<file path="src/rtl/interrupt_request_sender.sv">
// Converts the level interrupt from the global slave into one req/ack handshake
// per assertion, with ack timeout, re-arm on level clear and a holdoff gap.
module interrupt_request_sender #(
  parameter int SRC_WIDTH   = 64,
  parameter int CTX_WIDTH   = 9,
  parameter int ACK_TIMEOUT = 1024,
  parameter int HOLDOFF     = 4,
  parameter int COUNT_WIDTH = 16
) (
  input  logic                   clk,
  input  logic                   rst,
  input  logic                   i_interrupt,
  input  logic [SRC_WIDTH-1:0]   i_interrupt_src,
  input  logic [CTX_WIDTH-1:0]   i_interrupt_ctx,
  input  logic                   i_interrupt_ack,
  output logic                   o_interrupt_req,
  output logic [SRC_WIDTH-1:0]   o_interrupt_src,
  output logic [CTX_WIDTH-1:0]   o_interrupt_ctx,
  output logic                   o_busy,
  output logic                   o_ack_timeout,
  output logic [COUNT_WIDTH-1:0] o_irq_count
);

  // One timer serves both the ack timeout in REQ and the gap in HOLDOFF.
  localparam int HOLD_EFF = (HOLDOFF < 1) ? 1 : HOLDOFF;
  localparam int TMAX     = (ACK_TIMEOUT > HOLD_EFF) ? ACK_TIMEOUT : HOLD_EFF;
  localparam int TW       = (TMAX > 1) ? $clog2(TMAX) : 1;
  localparam logic [TW-1:0] TO_LAST = TW'((ACK_TIMEOUT > 0) ? ACK_TIMEOUT - 1 : 0);
  localparam logic [TW-1:0] HO_LAST = TW'(HOLD_EFF - 1);

  typedef enum logic [1:0] {
    S_IDLE,
    S_REQ,
    S_WAIT_CLEAR,
    S_HOLDOFF
  } state_t;

  state_t                 r_state;
  logic [TW-1:0]          r_timer;
  logic                   r_req;
  logic [SRC_WIDTH-1:0]   r_src;
  logic [CTX_WIDTH-1:0]   r_ctx;
  logic                   r_busy;
  logic                   r_timeout;
  logic [COUNT_WIDTH-1:0] r_count;

  always_ff @(posedge clk or posedge rst) begin
    if (rst) begin
      r_state   <= S_IDLE;
      r_timer   <= '0;
      r_req     <= 1'b0;
      r_src     <= '0;
      r_ctx     <= '0;
      r_busy    <= 1'b0;
      r_timeout <= 1'b0;
      r_count   <= '0;
    end else begin
      case (r_state)
        S_IDLE: begin
          if (i_interrupt) begin
            r_src   <= i_interrupt_src;
            r_ctx   <= i_interrupt_ctx;
            r_req   <= 1'b1;
            r_busy  <= 1'b1;
            r_timer <= '0;
            r_state <= S_REQ;
          end
        end
        // Ack takes priority over a timeout expiring on the same edge.
        S_REQ: begin
          if (i_interrupt_ack) begin
            r_req   <= 1'b0;
            r_count <= r_count + COUNT_WIDTH'(1);
            r_state <= S_WAIT_CLEAR;
          end else if ((ACK_TIMEOUT != 0) && (r_timer == TO_LAST)) begin
            r_req     <= 1'b0;
            r_timeout <= 1'b1;
            r_timer   <= '0;
            r_state   <= S_HOLDOFF;
          end else begin
            r_timer <= r_timer + TW'(1);
          end
        end
        S_WAIT_CLEAR: begin
          if (!i_interrupt) begin
            r_timer <= '0;
            r_state <= S_HOLDOFF;
          end
        end
        S_HOLDOFF: begin
          if (r_timer == HO_LAST) begin
            r_busy  <= 1'b0;
            r_state <= S_IDLE;
          end else begin
            r_timer <= r_timer + TW'(1);
          end
        end
        default: begin
          r_busy  <= 1'b0;
          r_req   <= 1'b0;
          r_state <= S_IDLE;
        end
      endcase
    end
  end

  assign o_interrupt_req = r_req;
  assign o_interrupt_src = r_src;
  assign o_interrupt_ctx = r_ctx;
  assign o_busy          = r_busy;
  assign o_ack_timeout   = r_timeout;
  assign o_irq_count     = r_count;

endmodule

</file>
<file path="config.mk">
export PLATFORM = sky130hd
export DESIGN_NAME = interrupt_request_sender
export DESIGN_NICKNAME = d
export VERILOG_FILES = /design/src/rtl/interrupt_request_sender.sv
export SDC_FILE = /design/constraint.sdc
export NUM_CORES = 1
export LEC_CHECK = 0
export CORE_MARGIN = 4
export CORE_UTILIZATION = 44
export DETAILED_ROUTE_END_ITERATION = 10
export PLACE_DENSITY = 0.85
export SETUP_SLACK_MARGIN = 0.02
export SYNTH_ARGS = -nofsm -noshare
export SYNTH_HDL_FRONTEND = slang
export SYNTH_SLANG_ARGS = --single-unit
</file>
<file path="constraint.sdc">
create_clock -name clk -period 3.54 [get_ports clk]
set_clock_uncertainty 0.05 [all_clocks]
set_input_delay 0.354 -clock clk [delete_from_list [all_inputs] [get_ports clk]]
set_output_delay 0.354 -clock clk [all_outputs]
set_load 0.02 [all_outputs]
</file>
# After elaboration in Yosys (flattened, before gate mapping)
# Cells that the tools add are included.
# Widths: inputs -> output; s select.
[op_classes]
n_addsub = 2
eq_ne = 11
muxes = 18
bitwise = 1
reduce_logical = 10
[ops]
columns = ["cell", "count"]
rows = [
  ["$mux 10", 5],
  ["$pmux 10 s4", 1],
  ["$add 16x1->16 const B", 1],
  ["$add 10x1->10 const B", 1],
  ["$eq 10x10->1 const B", 1],
  ["$eq 10x2->1 const B", 1],
  ["$mux 2", 5],
  ["$ne 2x2->1 const B", 5],
  ["$reduce_and 3->1", 3],
  ["$pmux 2 s4", 1],
  ["$reduce_and 4->1", 2],
  ["$eq 2x2->1 const B", 2],
  ["$mux 1", 4],
  ["$pmux 1 s2", 2],
  ["$reduce_and 2->1", 2],
  ["$reduce_bool 2->1", 2],
  ["$ne 3x3->1 const B", 1],
  ["$eq 2x1->1 const B", 1],
  ["$logic_not 2->1", 1],
  ["$not 1->1", 1],
]
[word_totals]
register_bits = 104
inputBits = 77
out_inout_bits = 92
word_cells = 50

# Logic depth before layout (Yosys ltp)
# Gate-level depths: netlist of the first run.
[depth]
word_depth = 4
depth_mapped = 7
ltp_nobuf = 6

# Least setup slack after synthesis of the first run
# Ideal clock, no wire load.
[synth_path]
kind = "reg2reg"
startpoint = "register r_timer[3]"
endpoint = "register r_state[1]"
setup_time_ns = 0.127
arrival_time_ns = 1.989
t_required_ns = 3.363
path_slack_ns = 1.374
stages_incl_launch_ff = 5
n_path_buf = 0
synth_period_minus_slack_ns = 2.166
cell_sequence = "dfrtp_1 -> or4_4 -> or3_1 -> a221o_1 -> mux2_1"
[synth_between]
elab_chain_cells = 3
word_cells_on_any_way = 5
classes_between = "eq/ne (4); reduce/logical (1)"
[synth_rtl]
columns = ["element", "line_no", "rtl"]
rows = [
  ["start, declared", "39", "logic [TW-1:0] r_timer;"],
  ["start signal, assigned", "81", "r_timer <= r_timer + TW'(1);"],
  ["start signal, assigned", "95", "r_timer <= r_timer + TW'(1);"],
  ["$eq 10x10->1 or $eq 10x2->1 (tied branches)", "75, 91", ""],
  ["$ne 3x3->1 (no source line) or $ne 2x2->1 (tied branches)", "--", ""],
  ["$reduce_and 4->1 (no source line) *", "--", ""],
  ["end signal, assigned", "74", "r_state <= S_WAIT_CLEAR;"],
  ["end signal, assigned", "79", "r_state <= S_HOLDOFF;"],
  ["end signal, assigned", "87", "r_state <= S_HOLDOFF;"],
  ["end, declared", "38", "state_t r_state;"],
]
# Every way passes the cells marked *; elsewhere a longest branch is shown, timed or not.
# A chain may end at the register's enable or synchronous reset.

# Worst setup path after layout of the first run
[layout_path]
startpoint = "register r_state[0]"
endpoint = "register r_timer[0]"
[layout_between]
elab_chain_cells = 3
word_cells_on_any_way = 10
classes_between = "eq/ne (7); mux (1); reduce/logical (2)"
[layout_rtl]
columns = ["element", "line_no", "rtl"]
rows = [
  ["start signal, assigned", "49", "r_state <= S_IDLE;"],
  ["start signal, assigned", "66", "r_state <= S_REQ;"],
  ["start signal, assigned", "74", ""],
  ["$eq 2x2->1 (tied with other cells)", "58", "case (r_state)"],
  ["$ne 2x2->1 (no source line)", "--", ""],
  ["$reduce_and 4->1 (no source line)", "--", ""],
]
# Parallel ways exist; a longest one is shown, timed or not.

==> results of run 1 <==
==> worst max path at each step <==
stage	from	cells past startpoint	slack, ps	to
6_report	r_state[0]$_DFFE_PP0P_	6	1110	r_timer[0]$_DFFE_PP0P_
5_1_grt	r_state[1]$_DFFE_PP0P_	6	960	r_timer[0]$_DFFE_PP0P_
4_1_cts	r_state[0]$_DFFE_PP0P_	6	1140	r_timer[0]$_DFFE_PP0P_
3_5_place_dp	i_interrupt	5	1050	r_timer[0]$_DFFE_PP0P_
3_3_place_gp	i_interrupt	5	1140	r_timer[0]$_DFFE_PP0P_
2_1_floorplan	rst	1	400	o_ack_timeout$_DFFE_PP0P_
==> power groups by stage <==
stage	sequential, uW	clock, uW	combinational [uW]
final	1960	711	2680
after CTS	1970	733	2710
after floorplan	2530	0	866
after global placement	1960	0	2640
after detailed placement	2000	0	2710
after global routing	2030	791	2840
==> cell usage in the layout, fill, tap and decap left out, types with 2 or more instances in the layout <==
| cell | count |
|---|---|
| inv_1 | 4 |
| or2_2 | 2 |
| clkinv_4 | 2 |
| mux2_2 | 75 |
| nand2b_1 | 2 |
| buf_12 | 2 |
| nand2_1 | 10 |
| or3_1 | 3 |
| nand4_1 | 6 |
| a21oi_1 | 5 |
| ha_1 | 6 |
| xor2_1 | 7 |
| nor2_1 | 9 |
| o21ai_0 | 3 |
| and4_1 | 4 |
| clkdlybuf4s50_1 | 168 |
| nor2b_1 | 4 |
| nor3_1 | 5 |
| clkbuf_8 | 10 |
| and3_1 | 9 |
| nor4_1 | 2 |
| xnor2_1 | 8 |
| dfrtp_1 | 104 |
| inv_6 | 2 |
| a221o_1 | 8 |
| nand3_1 | 7 |
==> registers in the layout (all words and copies together) (netlist names) <==
| register | cells |
|---|---|
| o_interrupt_ctx | 9 |
| r_timer | 10 |
| o_irq_count | 16 |
| o_busy | 1 |
| o_interrupt_req | 1 |
| o_interrupt_src | 64 |
| o_ack_timeout | 1 |
| r_state | 2 |
==> stage by stage <==
step | cells | worst slack [ps]
finish | 615 | 1111
global route | 615 | 962.5
CTS | 615 | 1137
detailed placement | 599 | 1045
global placement | 599 | 1140
floorplan | 310 | 403.8
==> kinds of logic (layout without fill, tap and decap cells) <==
| kind of cell | count (synthesis) | count (layout) | synth area share |
|---|---|---|---|
| multiplexers | 76 | 76 | 0.1987 |
| adder cells (fa/ha/maj) | 6 | 6 | 0.01743 |
| buffers and inverters | 15 | 191 | 0.01336 |
| AO/OA/AOI/OAI | 26 | 26 | 0.04678 |
| AND/OR/NAND/NOR | 68 | 68 | 0.08890 |
| XOR/XNOR | 15 | 15 | 0.03051 |
| flip-flops | 104 | 104 | 0.6043 |
==> layout make-up <==
class / count / area, um2 / share of cell area
Clock buffer: 11 / 141.4 / 0.02227
Timing Repair Buffer: 170 / 1722 / 0.2712
Multi-Input combinational cell: 191 / 1654 / 0.2605
Inverter: 5 / 21.27 / 0.003350
Tap cell: 129 / 161.4 / 0.02542
Clock inverter: 5 / 46.29 / 0.007292
Sequential cell: 104 / 2603 / 0.4099
==> layer usage <==
metal,vias to the layer above,track usage
met1,1567,0.2263
met5,-,0
li1,1467,-
met3,12,0.03793
met2,122,0.3336
met4,0,0.04840
==> reports/qor.yml, run 1 <==
status: "finished, final reports clean"
start_kind: "flip-flop"
setup_violations: 0
pwr-share-seq: 0.367
drtAntennaViolNets: 0
syn_area_um2: 4307
die_h_um: 106.9
final_core_util: 0.6774
cts_tree: "yes"
yosysTopAreaCellShare: 0.6043
yosysSeqAreaShare: 0.6043
overflow: 0
dieWidth_um: 106.9
cts_buffers: 9
final_cell_area_um2: 6349
wire_per_inst_um: 16.89
placed_area_um2: 6161
grt_pass1_vias: 3332
worstHoldPathType: "input pin to asynchronous set/reset pin"
p_comb_frac: 0.500
cts_buffer_depth: 2
reg2reg_slack_ps: 1110
layout-drive-gt1-share: 0.2016
worstPathArrival_ps: 2680
synth_warnings: 0
clock.fmax_mhz: 411.7
power_uw: 5351
p_leak_uw: 0.002742
clock_power_share: 0.133
portBuffers: 168
reg2reg_to: "r_timer[0]$_DFFE_PP0P_"
design.core.area_um2: 9371
reg2reg_depth: 6
worstSkewPairLatency_ps: 360
worstSetupEndpointType: "flip-flop"
finalSetupTns_ps: 0
grt_usage: 0.1852
first_pass_iters: 4
route.met3.wl_um: 632
cap_violations: 0
ios: 169
reg2reg_from: "r_state[0]$_DFFE_PP0P_"
slew_headroom: 0.4762
gp_congestion: 0.8156
p_int_uw: 3379
worstPathRequired_ps: 3790
slowest_stage: "nor3_1"
yosys.cell_types.count: 38
p_switching_uw: 1972
clk_pin_slew_worst_paths_ps: 110
hold_violations: 0
synth_commonest_cells: "dfrtp_1, mux2_2, nand2_1"
synth_nets: 393
synth_most_common_cell: "dfrtp_1"
hpwlAfterDp_um: 7925
crit_fanout: 7
met1_length_um: 4175
synth.area.top_cells: "dfrtp_1, mux2_2, a221o_1"
dieArea_um2: 11440
slew_viol_final: 0
clkSinkCount: 104
cts_resized: 0
hold_buffers: 0
cts_setup_buffers: 0
grt_antenna_before_repair: 0
avgSynthCellArea_um2: 13.89
peakVddDrop_mv: 0.4615
period_share: 0.6862
hold_ws_ps: 327.1
yosys.area.top_type: "dfrtp_1"
grt_max_degree: 63
clock_tree.root_cell: "clkbuf_8"
rsz0062_at_grt: "false"
nNetsFinal: 564
ys_seq_elements: 104
cp_top_family: "simple AND/OR/NAND/NOR gates"
wl_met2_um: 5475
synth_async_sr_flop_share: 1.000
row_count: 35
cpPeakStageDelay_ps: 660
power.density_nw_per_um2: 842.9
top_layer: "met4"
synthToLayoutAreaGrowth_pct: 47.41
syn_inst: 310
grt_pass1_wl_um: 16800
antenna-diode-count: 0
swShare: 0.3684
route.detailed.drc: 0
worst_pin_slew_ps: 779.7
totalWireLength_um: 10390
vias_per_cell: 5.151
start_util: 0.4595
critPathKind: "flip-flop to flip-flop"
h-tree-depth: 3
ys.flop_type: "dfrtp_1"
drt_iter0_markers: 146
path_cells: "inv_1 -> ha_1 -> nor2b_1 -> a221o_1 -> nor3_1 -> mux2_2"
cp.buffers_inverters: 1
fill_cells: 717
via_count: 3168
synth_edf_count: 0
finalCriticalPeriod_ps: 2429
(Power assumes the default switching activity.)
==> inputs of run 2 (changes only) <==
Settings changed: CORE_UTILIZATION 44 to 39, PLACE_DENSITY 0.85 to 0.8.
Clock period 3.54 ns to 2.11 ns, I/O delays scaled along.
==> run 2 against run 1 <==
The run now ends with negative setup slack left. Combinational power grew 74%. Clock power increased by 83%. Maximum frequency is 12% higher. Sequential share of layout area fell by 1.4 points. Wire length about the same. Final area up 3.6%. Register-to-register slack lost 1200 ps. Critical path depth decreased by 2. Flip-flop and latch count unchanged. Sequential power is 67% higher. Cell count up 4.9%. Critical path type unchanged. Critical endpoint is now r_state[1]$_DFFE_PP0P_.
==> reports/qor.yml, run 2 (synthesized netlist as in run 1, its figures left out) <==
power.density_nw_per_um2: 1403
clock_tree.root_cell: "clkbuf_8"
cpPeakStageDelay_ps: 550
synthToLayoutAreaGrowth_pct: 52.70
overflow: 0
placed_area_um2: 6324
worstSetupEndpointType: "flip-flop"
final_core_util: 0.6066
final_cell_area_um2: 6576
cts_buffers: 9
pwr-share-seq: 0.355
drt_iter0_markers: 125
dp_slack_ps: -78.02
rsz0062_at_grt: "true"
ios: 169
route.detailed.drc: 0
die_h_um: 113.1
final_common_cell: "clkdlybuf4s50_1"
hold_buffers: 0
worst_pin_slew_ps: 452.9
critPathKind: "flip-flop to flip-flop"
design.core.area_um2: 10840
reg2reg_depth: 4
setup_slack_ps: -51.74
finalCriticalPeriod_ps: 2162
via_count: 3200
p_comb_frac: 0.505
place_inst: 626
peakVddDrop_mv: 0.8188
row_count: 38
grt_pass1_wl_um: 16660
first_pass_iters: 4
path_cells: "or4_4 -> or3_4 -> a221o_1 -> mux2_1"
start_kind: "flip-flop"
grt_usage: 0.1620
layout_common_cells: "clkdlybuf4s50_1, dfrtp_1, mux2_2, buf_4"
setup_violations: 1
grt_max_degree: 61
portBuffers: 168
worstPathArrival_ps: 2360
slew_viol_final: 0
fin_cells: 645
drtAntennaViolNets: 0
totalWireLength_um: 10380
clk_pin_slew_worst_paths_ps: 100
grt_pass1_vias: 3262
fill_cells: 865
p_switching_uw: 3317
crit_fanout: 2
power_uw: 9224
clock_power_share: 0.140
worstSkewPairLatency_ps: 360
p_int_uw: 5907
clock.fmax_mhz: 462.6
hold_violations: 0
worstPathRequired_ps: 2310
layout-drive-gt1-share: 0.2416
nNetsFinal: 583
dieArea_um2: 12790
slowest_stage: "or4_4"
cap_violations: 0
dieWidth_um: 113.1
antenna-diode-count: 0
grt_antenna_before_repair: 0
clkSinkCount: 104
h-tree-depth: 3
worstHoldPathType: "input pin to asynchronous set/reset pin"
start_util: 0.3973
vias_per_cell: 4.961
slew_headroom: 0.6955
swShare: 0.3596
period_share: 1.025
hpwlAfterDp_um: 7768
cts_tree: "yes"
violations: "negative setup slack"
gp_congestion: 0.8571
cts_buffer_depth: 2
p_leak_uw: 0.002849
wire_per_inst_um: 16.09
status: "finished with violations"
largest_reg_flops: 64
-- run 2: changes by cell type in the layout (fill, tap and decap cells not counted), sizes merged --
cell | before | now
clkinvlp | 0 | 2
buf | 2 | 21
clkinv | 2 | 0
bufinv | 0 | 1
clkbuf | 11 | 10
-- run 2: final timing paths --
check / to / from / slack, ps
min: o_irq_count[10]$_DFFE_PP0P_ / rst / 240
min in group clk: o_interrupt_src[56]$_DFFE_PP0P_ / i_interrupt_src[56] / 400
max: r_state[1]$_DFFE_PP0P_ / r_timer[8]$_DFFE_PP0P_ / -50
min reg2reg: o_irq_count[15]$_DFFE_PP0P_ / o_irq_count[15]$_DFFE_PP0P_ / 420
max in group asynchronous: o_interrupt_src[11]$_DFFE_PP0P_ / rst / 1490
max reg2reg: r_state[1]$_DFFE_PP0P_ / r_timer[8]$_DFFE_PP0P_ / -50
-- run 2: repair_timing --
| item | CTS | global route |
|---|---|---|
| pin swaps | 0 | 1 |
| buffers inserted | 0 | 3 |
| endpoints found under the hold margin | 0 | 0 |
| resized for setup | 2 | 2 |
| setup endpoints to repair | 11 | 8 |
-- run 2: power groups by stage --
stage | sequential (uW) | clock (uW) | combinational (uW)
final | 3270 | 1300 | 4650
after global routing | 3390 | 1430 | 4930
after CTS | 3290 | 1340 | 4620
after detailed placement | 3330 | 0 | 4600
after global placement | 3270 | 0 | 4500
after floorplan | 4240 | 0 | 1460
-- run 2: cell type report --
| type | instances | area (um2) | share of cell area |
|---|---|---|---|
| timing repair buffer | 189 | 1889 | 0.2873 |
| inverter | 5 | 22.52 | 0.003425 |
| multi-input combinational | 191 | 1677 | 0.2549 |
| tap | 140 | 175.2 | 0.02664 |
| clock inverter | 6 | 72.57 | 0.01104 |
| clock buffer | 10 | 137.6 | 0.02093 |
| sequential | 104 | 2603 | 0.3957 |
-- run 2: critical path: cells and delay by family (launching register included) --
family	cells	cell delay, ps
and+or+nand+nor	2	910
DFF	1	390
AOI/OAI and AO/OA	1	380
muxes	1	320
-- run 2: metal layers --
| layer | share of wire | vias to the layer above | GRT usage |
|---|---|---|---|
| li1 | - | 1503 | - |
| met1 | 0.42 | 1563 | 0.2052 |
| met2 | 0.51 | 122 | 0.2765 |
| met3 | 0.058 | 12 | 0.03904 |
| met4 | 0.015 | 0 | 0.04808 |
| met5 | 0 | - | 0 |
-- run 2: per-stage QoR --
stage	TNS, ps	hold WS, ps
2_1_floorplan	0	311.6
3_3_place_gp	-118.0	407.9
6_report	-51.74	237.7
5_1_grt	-277.7	243.7
3_5_place_dp	-423.6	409.1
4_1_cts	-78.36	230.6
==> inputs of run 3 (changes only) <==
Settings changed: CORE_MARGIN 4 to 2.
==> run 3 against run 2 <==
The run still ends with negative setup slack left. Final area increased by 0.34%. Die area fell by 6.9%. Power is 0.15% lower. Clock power is 4% lower. Sequential share of layout area down 0.14 points. Via count rose by 2.0%. Global-route usage is 0.99 points higher. Critical path depth unchanged. Utilization rose by 0.48 points. Clock-buffer cell count up 4. Hold slack got worse by 29 ps.
==> reports/qor.yml, run 3 (synthesized netlist as in run 1, its figures left out) <==
status: "finished with violations"
violations: "negative setup slack"
drt_iter0_markers: 140
gp_congestion: 0.8509
slew_headroom: 0.6245
route.detailed.drc: 0
reg2reg_to: "r_state[1]$_DFFE_PP0P_"
layout_common_cells: "clkdlybuf4s50_1, dfrtp_1, mux2_2, buf_4, clkbuf_8"
design.core.area_um2: 10790
grt_usage: 0.1719
worstSetupEndpointType: "flip-flop"
start_util: 0.3990
power_uw: 9210
grt_pass1_wl_um: 15940
power.density_nw_per_um2: 1396
rsz0062_at_grt: "true"
final_common_cell: "clkdlybuf4s50_1"
clkSinkCount: 104
largest_reg_flops: 64
worst_pin_slew_ps: 562.1
clock.fmax_mhz: 465.3
critPathKind: "flip-flop to flip-flop"
slew_viol_final: 0
use_met3: 0.04662
reg2reg_depth: 4
grt_pass1_vias: 3312
row_count: 38
cap_violations: 0
via_count: 3265
h-tree-depth: 3
worstPathRequired_ps: 2300
overflow: 0
ios: 169
synthToLayoutAreaGrowth_pct: 53.22
crit_fanout: 2
peakVddDrop_mv: 0.7479
reg2reg_from: "r_timer[8]$_DFFE_PP0P_"
hpwlAfterDp_um: 7693
layout-drive-gt1-share: 0.2411
antenna-diode-count: 0
nNetsFinal: 584
worstHoldPathType: "input pin to asynchronous set/reset pin"
fill_cells: 863
grt_antenna_before_repair: 0
portBuffers: 168
clock_tree.root_cell: "clkbuf_8"
die_h_um: 109.1
first_pass_iters: 4
clk_pin_slew_worst_paths_ps: 90
setup_violations: 1
setup_slack_ps: -38.94
hold_violations: 0
grt_busiest_layer: "met2"
dieWidth_um: 109.1
wire_per_inst_um: 16.18
grt_max_degree: 47
p_leak_uw: 0.002864
dieArea_um2: 11900
start_kind: "flip-flop"
cts_buffers: 9
worstSkewPairLatency_ps: 350
cts_buffer_depth: 2
drtAntennaViolNets: 0
vias_per_cell: 5.054
met1_usage: 0.2012
use_met2: 0.3017
reg2reg_slack_ps: -40
worstPathArrival_ps: 2340
totalWireLength_um: 10450
period_share: 1.018
finalCriticalPeriod_ps: 2149
cts_tree: "yes"
finalSetupTns_ps: -38.94
[run 3: cell types whose count changed in the layout (fill, tap and decap cells not counted), sizes merged]
cell	previous run	this run
inv	8	4
clkbuf	10	14
buf	21	22
[run 3: what timing repair did]
item,in CTS,in global routing
gates cloned,0,0
hold buffers,0,0
endpoints found under the setup margin,11,12
gates resized for setup,6,1
setup buffers,0,4
pin swaps,1,3
[run 3: worst max-delay path, cell delays in order (launching register included)]
cell     delay (ps)
dfrtp_1         380
or4_4           550
or3_4           360
a221o_1         380
mux2_4          320
[run 3: through the flow]
step	utilization	setup WS (ps)	instance area, um2	cells	hold slack (ps)
2_1_floorplan	-	41.40	4318	310	311.6
3_3_place_gp	0.5864	-18.49	6329	626	406.9
3_5_place_dp	0.5864	-176.2	6329	626	413.9
4_1_cts	0.6080	-32.69	6563	642	208.7
5_1_grt	0.6114	-63.62	6599	646	228.8
6_report	0.6114	-38.94	6599	646	208.7
[run 3: worst max-delay path by stage]
stage	startpoint	to
6_report	r_timer[8]$_DFFE_PP0P_	r_state[1]$_DFFE_PP0P_
5_1_grt	r_timer[8]$_DFFE_PP0P_	r_state[1]$_DFFE_PP0P_
4_1_cts	r_timer[8]$_DFFE_PP0P_	r_state[0]$_DFFE_PP0P_
3_5_place_dp	r_state[0]$_DFFE_PP0P_	r_timer[0]$_DFFE_PP0P_
3_3_place_gp	r_timer[8]$_DFFE_PP0P_	r_timer[3]$_DFFE_PP0P_
2_1_floorplan	r_timer[6]$_DFFE_PP0P_	r_state[1]$_DFFE_PP0P_
[run 3: metal layers]
layer,vias up,part of all wire
li1,1500,-
met3,23,0.082
met2,132,0.51
met5,-,0
met1,1610,0.39
met4,0,0.018
[run 3: cell type report]
| type | count | area (um2) | share of cell area |
|---|---|---|---|
| inverters | 5 | 22.52 | 0.003413 |
| multi-input cells | 191 | 1702 | 0.2579 |
| repair buffers | 190 | 1897 | 0.2874 |
| clock buffers | 14 | 162.7 | 0.02465 |
| flip-flops and latches | 104 | 2603 | 0.3944 |
| clock inverters | 2 | 37.54 | 0.005688 |
| well taps | 140 | 175.2 | 0.02655 |
[run 3: power breakdown]
group | switching (uW) | internal (uW) | total [uW]
Clock | 634 | 617 | 1250
Sequential | 471 | 2820 | 3290
Combinational | 2160 | 2510 | 4670
